## src/rtl/pipe_hazard_ctrl.sv

```systemverilog
// pipe_hazard_ctrl: pipeline latch/PC sequencer combining cache completion, load-use,
// MEM-stage branch flush and WB halt, with saturating stall/flush counters.
module pipe_hazard_ctrl #(
  parameter int CNT_W = 16
) (
  input  logic             CLK,
  input  logic             nRST,
  input  logic             ihit,
  input  logic             dhit,
  input  logic             dREN_MEM,
  input  logic             dWEN_MEM,
  input  logic             ldhaz,
  input  logic             br_taken_MEM,
  input  logic             halt_WB,
  output logic             dREN_out,
  output logic             dWEN_out,
  output logic             iREN_out,
  output logic             pc_en,
  output logic             ifid_en,
  output logic             ifid_flush,
  output logic             idex_en,
  output logic             idex_flush,
  output logic             exmem_en,
  output logic             exmem_flush,
  output logic             memwb_en,
  output logic             memwb_flush,
  output logic             halt,
  output logic [CNT_W-1:0] stall_cnt,
  output logic [CNT_W-1:0] flush_cnt
);
  logic halted, i_done, d_done;
  logic dacc, adv, go, br, lu, s_inc, f_inc;
  always_comb begin
    dacc  = dREN_MEM | dWEN_MEM;
    adv   = (ihit | i_done) & (!dacc | dhit | d_done) & !halted;
    go    = nRST & adv;
    br    = go & br_taken_MEM;
    lu    = go & ldhaz & !br_taken_MEM;
    s_inc = !halted & (!adv | (ldhaz & !br_taken_MEM)) & ~&stall_cnt;
    f_inc = adv & br_taken_MEM & ~&flush_cnt;
  end
  // nRST gating keeps every strobe low while reset is held
  assign dREN_out    = nRST & dREN_MEM & !d_done & !halted;
  assign dWEN_out    = nRST & dWEN_MEM & !d_done & !halted;
  assign iREN_out    = nRST & !i_done & !halted;
  assign pc_en       = go & !lu;
  assign ifid_en     = go & !lu;
  assign ifid_flush  = br;
  assign idex_en     = go;
  assign idex_flush  = br | lu;
  assign exmem_en    = go;
  assign exmem_flush = br;
  assign memwb_en    = go;
  assign memwb_flush = 1'b0;
  assign halt        = halted;
  // a hit that arrives before its partner is remembered until the pipeline advances
  always_ff @(posedge CLK, negedge nRST) begin
    if (!nRST) begin
      halted    <= 1'b0;
      i_done    <= 1'b0;
      d_done    <= 1'b0;
      stall_cnt <= '0;
      flush_cnt <= '0;
    end else begin
      halted    <= halted | halt_WB;
      i_done    <= !halted & !adv & (i_done | ihit);
      d_done    <= !halted & !adv & (d_done | (dhit & dacc));
      stall_cnt <= stall_cnt + CNT_W'(s_inc);
      flush_cnt <= flush_cnt + CNT_W'(f_inc);
    end
  end
endmodule

```

## config.mk

```make
export PLATFORM = sky130hd
export DESIGN_NAME = pipe_hazard_ctrl
export DESIGN_NICKNAME = d
export VERILOG_FILES = /design/src/rtl/pipe_hazard_ctrl.sv
export SDC_FILE = /design/constraint.sdc
export NUM_CORES = 1
export LEC_CHECK = 0
export BUFFER_PORTS_ARGS = -buffer_cell sky130_fd_sc_hd__buf_2
export CAP_MARGIN = 0
export CORE_MARGIN = 3
export CORE_UTILIZATION = 54
export DETAILED_ROUTE_END_ITERATION = 6
export GPL_TIMING_DRIVEN = 0
export PLACE_DENSITY = 0.84
export SYNTH_ARGS = -nofsm -noshare
export SYNTH_HDL_FRONTEND = slang
export SYNTH_SLANG_ARGS = --single-unit
```

## constraint.sdc

```tcl
create_clock -name CLK -period 3.5 [get_ports CLK]
set_input_delay 0.175 -clock CLK [delete_from_list [all_inputs] [get_ports CLK]]
set_output_delay 0.175 -clock CLK [all_outputs]
set_load 0.02 [all_outputs]
```

==> results.txt <==
----------------------------------------------------
[Power]
  Internal cell power ... approximately 600 µW
  Part of the power in combinational logic ... 0.060
  Maximum VDD drop ... about 0.29 mV
  Switching power summed over all nets ... 182 µW
  Power share of the clock group ... 0.393
  Sequential fraction of design power ... 0.546
  Cell leakage power ... 0.00110 µW
  Switching portion of total power ... 0.233
  Power per unit of standard cell area ... 377 nW/µm²

[Clock tree]
  CTS sink cnt ... 35
  Clock tree from TritonCTS ... done
  Number of buffers created by CTS ... 5
  Clock insertion delay at the later pin of the skew report ... 340 ps
  Root cell of the clock tree ... clkbuf_4
  Clock Tree Buf Depth ... 2
  Clock transition time at the flip-flop clock pins of the worst setup and hold paths ... ~110 ps
  H-Tree Level Count ... 2
  Post-cts sizing count ... 0

[Final layout]
  Post-synthesis to final-layout area growth ... 23.7%
  FILL cells ... around 220
  Sequential cell area in the final layout ... between 800 and 900 µm²
  Area of the multi-input gates ... 746 µm²
  Fin nets ... roughly 220
  Fraction of layout instances using a drive strength above 1 ... 0.351
  Diode count ... 0

[Critical path]
  R2r startpoint ... stall_cnt[2]
  Depth of the worst register-to-register path ... 9
  Setup crit end ... stall_cnt[11]
  CP Data Required Time ... around 3700 ps
  Data arrival time of the critical path ... 2570 ps
  R2r setup slk ... roughly 1200 ps
  Launching instance or port of the critical path ... stall_cnt[2]
  Kind of critical path ... flip-flop to flip-flop
  Reg-to-Reg End ... stall_cnt[11]
  Worst Setup Start Kind ... flip-flop
  Largest fanout of any net on the critical path ... 6
  Endpoint class of the critical path ... flip-flop

[Global routing]
  Gr ovfl total ... 0
  Tot GR Track Use ... 0.209
  Maximum number of pins on one net before global-route repair ... 38
  Number of global-route vias before repair ... ~1300
  Initial antenna violation count ... 0
  First-pass GRT wire length ... 5730 µm

[Detailed routing]
  DRC viols ... 0
  Post-detailed-route count of antenna-violating nets ... 0
  Highest metal layer with signal wires ... met4
  Total number of vias ... around 1300
  Vias per inst ... roughly 5.4
  DRT iter0 DRCs ... 74
  Number of detailed-route iterations in the first pass ... 4
  Detailed Route WL ... about 3500 µm
  Mean routed wirelength per cell ... roughly 15 µm
  Routed met3 length ... approximately 160 µm
  DR WL met2 ... approximately 1900 µm
  Met1 layer wirelength in the final routing ... between 1000 and 1500 µm

[STA]
  Accumulated negative setup slack ... 0 ps
  Worst Clk Skew ... around 13 ps
  Count of final setup violators ... 0
  Setup repair after global routing missed its margin ... no
  Normalized max-slew margin ... 0.488
  Share of the clock period used by the worst path ... 0.668
  Final-layout worst hold slack ... 35.8 ps
  Maximum clock frequency ... 428 MHz
  Number of pins with negative max-slew slack in the final report ... 0
  Tmin final ... ~2300 ps
  Actual transition at the worst max-transition pin ... between 700 and 800 ps
  Final hold violations ... 0

[Synthesis]
  Area share of the leading cell type in the synthesized netlist ... 0.524
  Cell area after technology mapping ... approximately 1700 µm²
  Most frequently used flop master after synthesis ... dfrtp_1
  Post-synth EDFFs ... 0
  Count of distinct cell types in the synthesized netlist ... 30
  Count of yosys warnings during synthesis ... 0
  Total nets after synthesis ... roughly 160
  Sequential-to-total area share from yosys stat ... 0.524
  Biggest area contributors in the synthesized netlist ... dfrtp_1 (52%), xnor2_1 (13%), ha_1 (4.5%)
  Per-instance average area after synthesis ... roughly 11 µm²
  Library cell with the highest instance count after synthesis ... dfrtp_1
  Cell type with the highest aggregate area in the netlist ... dfrtp_1
  Mapped Cells ... around 150
  Register bit total from synthesis ... 35
  Async set-or-reset flop fraction in the synthesized netlist ... 1.00
  Post-synth top cells ... dfrtp_1 (35), xnor2_1 (24), nand3_1 (14), nand2_1 (9), nand4_1 (9)

[Die]
  Width of the chip ... 61.6 µm
  Number of placement rows ... 19
  Y dimension of the die ... just over 60 µm
  Floorplan die area ... between 3000 and 4000 µm²
  Effective utilization at floorplan ... 0.586
  Number of I/O pins ... 54
  Core outline area ... approximately 2900 µm²

[Placement]
  Final RePlAce weighted congestion ... around 0.75
  Detailed placement HPWL ... 2650 µm
  Port Buffers ... 52

[Min path]
  Worst min path class ... input pin to flip-flop
  Number of instances on the worst hold path ... 2

[Status]
  Result of the run ... finished, final reports clean

[Run]
  Max-capacitance violation count ... 0

----------------------------------------------------
## routing by layer
metal	vias up	GRT usage
met2	30	0.350
met4	0	0.0970
met3	7	0.0524
met1	638	0.252
met5	-	0
li1	627	-
## layout make-up
class,instances,share of cell area
flip-flops and latches,35,0.424
plain buffers,6,0.0200
clock buffers,6,0.0248
inverters,2,0.00363
clock inverters,2,0.0170
well taps,31,0.0188
repair buffers,53,0.131
multi-input cells,104,0.361
## worst max-delay path, cell delays in order (launching register included)
cell      delay (ps)
dfrtp_1          450
and4_4           210
and3_4           180
and4_4           180
a221oi_2         260
ha_1             310
and4_1           210
and2_2           170
nand4_1          110
xnor2_1          140
## metrics by stage
step                power (µW)   util  instances  worst slack (ps)  area, µm²
floorplan                  452      -        147              1220       1670
global placement           478  0.690        230              1220       1970
detailed placement         481  0.690        230              1170       1970
CTS                        785  0.724        239              1150       2070
global route               814  0.724        239               982       2070
finish                     779  0.724        239              1160       2070
## flip-flops by register name, summed over array words and instances (netlist names)
| register | count |
|---|---|
| i_done | 1 |
| halt | 1 |
| flush_cnt | 16 |
| stall_cnt | 16 |
| d_done | 1 |
## layout by cell type, fill, tap and decap left out, types with 5 or more instances in the layout
master    netlist  final
buf_4           5      5
dfrtp_1        35     35
nand2_1         9      9
ha_1            6      6
nand3_1        14     14
nand4_1         9      9
buf_2           0     52
nor2_1          7      7
xnor2_1        24     24
clkbuf_4        0      5
## repair_timing
item | CTS | global route
endpoints found under the hold margin | 35 | 0
hold buffers | 1 | 0
buffers inserted | 0 | 0
## kinds of logic (layout without fill, tap and decap cells)
family                     count (synthesis)  after routing  synth area share
and+or+nand+nor                           64             64             0.226
adders and majority gates                  6              6            0.0449
other                                      1              1           0.00225
buffers and inverters                      8             69            0.0292
AOI/OAI and AO/OA                          5              5            0.0262
xor gates and xnor gates                  28             28             0.147
DFF                                       35             35             0.524
## worst min path at each step
| stage | start | end |
|---|---|---|
| floorplan | nRST | d_done |
| global placement | nRST | stall_cnt[6] |
| detailed placement | nRST | stall_cnt[7] |
| CTS | halt_WB | halt |
| global route | halt_WB | halt |
| finish | halt_WB | halt |
## power by group through the flow
| stage | logic, µW | clock network, µW | registers (µW) |
|---|---|---|---|
| after detailed placement | 47.1 | 0 | 434 |
| final | 46.9 | 307 | 426 |
| after global placement | 45.2 | 0 | 433 |
| after CTS | 47.8 | 311 | 426 |
| after floorplan | 9.29 | 0 | 443 |
| after global routing | 51.6 | 334 | 428 |
No activity file was read; power rests on OpenSTA's default activity.
